## src/rtl/seven_seg_scanner.sv

```systemverilog
// seven_seg_scanner: time-multiplexes four BCD digits onto a common-anode display with
// leading-zero blanking and a per-frame snapshot so a frame never mixes old and new digits.
module seven_seg_scanner #(
  parameter int REFRESH_DIV = 50000
) (
  input  logic        clk,
  input  logic        rst_n,
  input  logic        en,
  input  logic [15:0] digits,
  input  logic [3:0]  dp_in,
  input  logic        blank_lz,
  output logic [3:0]  bcd,
  output logic [3:0]  an,
  output logic        dp,
  output logic [1:0]  digit_idx
);
  localparam int CW = $clog2(REFRESH_DIV);
  localparam logic [CW-1:0] LAST = CW'(REFRESH_DIV - 1);
  logic [CW-1:0] count_q, count_d;
  logic [1:0]    idx_q, idx_d;
  logic [15:0]   snap_q, snap_d;
  logic [3:0]    sdp_q, sdp_d;
  logic [3:0]    bcd_q, bcd_d, an_q, an_d;
  logic          dp_q, dp_d, run_q;
  logic          tick, load, z1, z2, z3, blank;
  logic [3:0]    nib;
  // run_q holds the count at 0 on the first enabled edge so the first slot is full length
  always_comb begin
    tick    = en && run_q && count_q == LAST;
    count_d = (en && run_q && !tick) ? count_q + CW'(1) : '0;
    idx_d   = en ? idx_q + {1'b0, tick} : 2'd0;
    load    = !en || (tick && idx_q == 2'd3);
    snap_d  = load ? digits : snap_q;
    sdp_d   = load ? dp_in : sdp_q;
    nib     = snap_d[{idx_d, 2'b00} +: 4];
    z3      = snap_d[15:12] == 4'h0;
    z2      = z3 && snap_d[11:8] == 4'h0;
    z1      = z2 && snap_d[7:4] == 4'h0;
    blank   = blank_lz && (idx_d == 2'd1 ? z1 : idx_d == 2'd2 ? z2 : idx_d == 2'd3 ? z3 : 1'b0);
    bcd_d   = (!en || blank) ? 4'hF : nib;
    an_d    = en ? ~(4'b0001 << idx_d) : 4'hF;
    dp_d    = en ? ~sdp_d[idx_d] : 1'b1;
  end
  always_ff @(posedge clk or negedge rst_n) begin
    if (!rst_n) begin
      count_q <= '0;
      idx_q   <= 2'd0;
      snap_q  <= 16'h0;
      sdp_q   <= 4'h0;
      bcd_q   <= 4'hF;
      an_q    <= 4'hF;
      dp_q    <= 1'b1;
      run_q   <= 1'b0;
    end else begin
      count_q <= count_d;
      idx_q   <= idx_d;
      snap_q  <= snap_d;
      sdp_q   <= sdp_d;
      bcd_q   <= bcd_d;
      an_q    <= an_d;
      dp_q    <= dp_d;
      run_q   <= en;
    end
  end
  assign bcd       = bcd_q;
  assign an        = an_q;
  assign dp        = dp_q;
  assign digit_idx = idx_q;
endmodule

```

## config.mk

```make
export PLATFORM = sky130hd
export DESIGN_NAME = seven_seg_scanner
export DESIGN_NICKNAME = d
export VERILOG_FILES = /design/src/rtl/seven_seg_scanner.sv
export SDC_FILE = /design/constraint.sdc
export NUM_CORES = 1
export LEC_CHECK = 0
export CAP_MARGIN = 40
export CORE_MARGIN = 3
export CORE_UTILIZATION = 49
export CTS_CLUSTER_SIZE = 16
export DETAILED_ROUTE_END_ITERATION = 8
export HOLD_SLACK_MARGIN = 0.06
export PLACE_DENSITY = 0.76
export SYNTH_ARGS = -nofsm -noshare
export SYNTH_HDL_FRONTEND = slang
export SYNTH_SLANG_ARGS = --single-unit
export TNS_END_PERCENT = 20
```

## constraint.sdc

```tcl
create_clock -name clk -period 2.4 [get_ports clk]
set_input_delay 0.48 -clock clk [delete_from_list [all_inputs] [get_ports clk]]
set_output_delay 0.48 -clock clk [all_outputs]
set_load 0.005 [all_outputs]
```

; ---- Word level (Yosys, flattened, before mapping)
; Index checks and enable logic that the tools add are counted.
[word_totals]
input_bits = 24
out_inout_bits = 11
word_cells = 46
reg_bits = 48
[op_classes]
n_shift = 2
eq_ne = 5
add_sub_neg = 2
bitwise = 2
order_cmp = 1
reduce_logical = 14
muxes = 12
[op_table]
columns = operator, count
row1 = $mux 16, 2
row2 = $add 16x1->16 const B, 1
row3 = $eq 16x16->1 const B, 1
row4 = $shiftx 16x5->4, 1
row5 = $logic_not 4->1, 3
row6 = $mux 4, 3
row7 = $logic_and 1x1->1, 7
row8 = $eq 2x2->1 const B, 3
row9 = $mux 1, 5
row10 = $not 4->4, 1
row11 = $shl 1x2->4 const A, 1
row12 = $lt 2x3->1 const B, 1
row13 = $add 2x1->2, 1
row14 = $bmux 1 s2, 1
row15 = $eq 2x1->1 const B, 1
row16 = $logic_not 1->1, 2
row17 = $logic_or 1x1->1, 2
row18 = $mux 2, 1
row19 = $not 1->1, 1

; ---- Logic depth before layout (Yosys ltp)
[depth]
word_depth = 12
mapped_depth = 13
depth_no_buf = 11

; ---- Worst setup path after synthesis
; No wires, ideal clock.
[synth_timing]
path_kind = reg2reg
startpoint = register count_q[0]
endpoint = register dp_q, in the netlist dp
synth_period_minus_slack_ps = 2542
required_time_ps = 2295
stages_incl_launch_ff = 13
slack_ps = -142
setup_time_ps = 105
arrival_ps = 2437
n_path_buf = 3
cell_sequence = dfrtp_1 ha_1 and3_1 buf_2 nand4_1 nor2_1 ha_1 clkbuf_1 clkbuf_1 nor2_1 a22oi_1 mux2i_1 a222oi_1
[synth_via]
elab_chain_cells = 9
word_cells_on_any_way = 11
classes_between = add/sub: 1 / eq/ne: 1 / mux: 5 / bitwise: 1 / reduce/logical: 3
[synth_lines]
columns = item, line
row1 = from (decl), 19  ; logic [CW-1:0] count_q, count_d;
row2 = from (signal assigned), 55  ; count_q <= count_d;
row3 = $eq 16x16->1 *, 29  ; tick = en && run_q && count_q == LAST;
row4 = $logic_and 1x1->1 *, 29
row5 = "parallel branches: the longest is 3 deep, another holds $add 2x1->2", -
row6 = $bmux 1 s2 *, 42  ; dp_d = en ? ~sdp_d[idx_d] : 1'b1;
row7 = $mux 1 (not written as such) *, 42
row8 = $not 1->1 *, 42
row9 = $mux 1 *, 42
row10 = via dp_d, 24  ; logic dp_q, dp_d, run_q;
row11 = to (signal assigned), 61  ; dp_q <= dp_d;
row12 = to (decl), 24
; Mark *: on every way through the listed nets, which the timed path passes. The select of a mux whose other input is x is not followed.

; ---- Worst setup path in the final report
[layout_timing]
startpoint = register count_q[4]
endpoint = register bcd_q[2], in the netlist bcd[2]
[layout_via]
elab_chain_cells = 12
word_cells_on_any_way = 22
classes_between = add/sub: 1 / eq/ne: 4 / shift: 1 / mux: 6 / reduce/logical: 10
[layout_lines]
columns = item, line
row1 = $eq 16x16->1 *, 29
row2 = $logic_and 1x1->1 *, 29
row3 = "parallel branches: the longest is 9 deep, another holds $add 2x1->2", -
row4 = $mux 4 *, 40  ; bcd_d = (!en || blank) ? 4'hF : nib;
row5 = via bcd_d[2], 23  ; logic [3:0] bcd_q, bcd_d, an_q, an_d;
row6 = to (signal assigned), 50  ; bcd_q <= 4'hF;
row7 = to (signal assigned), 59  ; bcd_q <= bcd_d;
row8 = to (decl), 23
; Mark *: on every way through the listed nets, which the timed path passes.

==> impl_results.md <==
- RSZ-0062 raised after global routing: true
- Startpoint types: register
- Crit. End Element: register
- Worst hold path type: input port to asynchronous set/reset pin
- Leakage: 1.39 nW
- All-Layer GR Usage: 0.216
- Post-cts hold buffer count: 0
- Final WL: approximately 5700 µm
- Tot Pwr: 1.71 mW
- Reg-to-reg critical path endpoint: bcd[2]
- Die ar.: between 5000 and 6000 µm²
- Final std cells w/o fill: about 350
- Root buffer cell: clkbuf_8
- Flop pwr share: 0.517
- Synth cell types: 37
- Register bit total from synthesis: 48
- Fraction of layout cells with a size suffix above 1: 0.359
- Hold_ws: between 0.15 and 0.2 ns
- Core region area: ~4500 µm²
- CP Class: register to register
- Clock transition at path regs: roughly 0.080 ns
- Worst EP arrival: roughly 2.6 ns
- WL met2: roughly 3000 µm
- Initial antenna violation count: 0
- Buffer depth of the longest clock path: 2
- Sw power: 0.372 mW
- Slew @ Worst Pin: roughly 0.57 ns
- Inserted Diodes: 0
- Minimum clock period: 2.38 ns
- Most instantiated cells after synthesis: dfrtp_1, mux2_2, nor2_1
- Pwr dens: ~520 nW/µm²
- Max-Cap Viols: 0
- VDD IR max: between 0.3 and 0.4 mV
- R2R setup slack: ~0.017 ns
- Yosys top cell by area: dfrtp_1
- Fmax: about 420 MHz
- Area of the multi-input gates: about 1200 µm²
- Initial Util: 0.527
- Row cnt: 24
- CP startpoint: count_q[4]
- Worst Path Max Fanout: 5
- Post-synth EDFFs: 0
- Seq. cell area: ~1200 µm²
- Clock latency on the worst-skew pair: approximately 0.30 ns
- DR WL/cell: between 15 and 20 µm
- CTS tree: yes
- Net count after synthesis: between 200 and 250
- Fraction of synthesis flops using an asynchronous set or reset pin: 1.00
- Clock share of power: 0.367
- Drt first-iter violations: 126
- DIE WIDTH: 75.8 µm
- Sink Count: 48
- Drt drc: 0
- Met1 wire length: 2350 µm
- Most used DFF post-synth: dfrtp_1
- DR top layer: met4
- First-pass GRT wire length: 9320 µm
- Skew final: roughly 0.006 ns
- Comb pwr share: 0.116
- Max-Slew Margin vs Limit: 0.621
- Final period util: 0.993
- Syn. warnings: 0
- Routed vias/inst: between 5 and 6
- Final Setup Violations: 0
- Setup_tns: 0 ns
- Vias post-DR: roughly 1,900
- Total congestion overflow: 0
- Gpl congestion: roughly 0.93
- Port bufs: 34
- Met3 Wirelength: approximately 250 µm
- Pin count of the biggest net entering global routing: 27
- WP data required: approximately 2.6 ns
- Post-DP Area: 3050 µm²
- Switching Share: 0.217
- Placed cell count: about 340
- Run status: complete, no violations
- Pins over their slew limit: 0
- P_int: 1.34 mW
- Synth top area share: 0.409
- # H-tree levels: 2
- Cell with the most instances after synthesis: dfrtp_1
- Syn_area_per_cell: ~11 µm²
- DRT antenna net count: 0
- Final Hold Viols: 0
- Die height: between 70 and 80 µm
- Register area share after synthesis: 0.508
- Area of the mapped netlist: between 2000 and 2500 µm²
- TritonCTS Buffers: 5
- Final nets: 312
- I/O Pins: 35
- Reg2reg path depth: 11
- Vias in the first global route: ~2,000
- P&R area growth vs syn: 38.6%
- Main area contributors after synthesis: dfrtp_1, mux2_2, dfstp_2
- RR Startpoint: count_q[4]
- HPWL Detailed: roughly 4000 µm
- Fillcell total: ~320
- Post-route cell area: between 3000 and 4000 µm²
- DR pass1 iterations: 4
- Cells after Synth: 212
state kept, by name, indices dropped and copies added, names as in the netlist:
register   flops
an             4
run_q          1
bcd            4
sdp_q          4
digit_idx      2
snap_q        16
dp             1
count_q       16
routing by layer:
metal / GRT usage / vias to the layer above
met4: 0.0777 / 0
met2: 0.370 / 52
met3: 0.0488 / 7
met1: 0.265 / 957
li1: - / 911
met5: 0 / -
worst max path at each step:
| stage | endpoint | slack, ns | depth (start not counted) |
|---|---|---|---|
| floorplan | bcd[1] | 0.004 | 13 |
| global placement | bcd[2] | -0.23 | 11 |
| detailed placement | bcd[3] | -0.33 | 11 |
| CTS | bcd[2] | 0.001 | 11 |
| global route | dp | -0.11 | 9 |
| finish | bcd[2] | 0.02 | 11 |
worst max-delay path, cell delays in order, from the launching register on:
cell and delay (ns):
dfrtp_1 0.41, nor4b_4 0.31, nand4_1 0.14, nor2_2 0.19
ha_4 0.22, xnor2_4 0.12, nor2_2 0.15, inv_2 0.07
a2111oi_4 0.29, a211oi_1 0.09, buf_4 0.16, o22ai_1 0.14
power groups by stage:
| stage | clock, mW | combinational [mW] | sequential, mW |
|---|---|---|---|
| 5_1_grt | 0.687 | 0.217 | 0.892 |
| 6_report | 0.629 | 0.198 | 0.887 |
| 4_1_cts | 0.642 | 0.197 | 0.885 |
| 3_5_place_dp | 0 | 0.194 | 0.901 |
| 2_1_floorplan | 0 | 0.0872 | 0.893 |
| 3_3_place_gp | 0 | 0.192 | 0.898 |
through the flow:
stage	util	setup WS, ns
final	0.730	0.0171
after detailed placement	0.674	-0.329
after floorplan	-	0.00436
after global routing	0.730	-0.107
after global placement	0.674	-0.226
after CTS	0.716	0.00115
cell type report:
cell class	count	area share
Clock buffer	7	0.0291
Clock inverter	1	0.00907
Inverter	7	0.00794
Multi-Input combinational cell	150	0.365
Sequential cell	48	0.366
Tap cell	65	0.0246
Timing Repair Buffer	74	0.198
placed cells by master, fill, tap and decap left out, drive strengths merged, types with 5 or more instances in the layout:
cell	instances
nor2b	5
inv	7
dfstp	9
a211oi	5
and3	6
xnor2	9
nand2	10
xor2	7
nor2	23
mux2	26
clkdlybuf4s50	33
dfrtp	39
o21ai	6
clkbuf	7
nand3	10
buf	41
a22oi	5
timing repair:
item / 4_1_cts / 5_1_grt
pin swaps: 4 / 6
endpoints found under the setup margin: 4 / 5
gates resized for setup: 7 / 13
setup buffers: 4 / 1
logic make-up (layout without fill, tap and decap cells):
logic type	after synthesis	count (layout)	share of synthesized area
AND/OR/NAND/NOR	75	75	0.172
flip-flops	48	48	0.508
AO/OA/AOI/OAI	30	30	0.0953
adder cells (fa/ha/maj)	2	2	0.0105
multiplexers	27	27	0.127
XOR/XNOR	16	16	0.0618
buffers and inverters	14	89	0.0257
(Power assumes the default switching activity.)
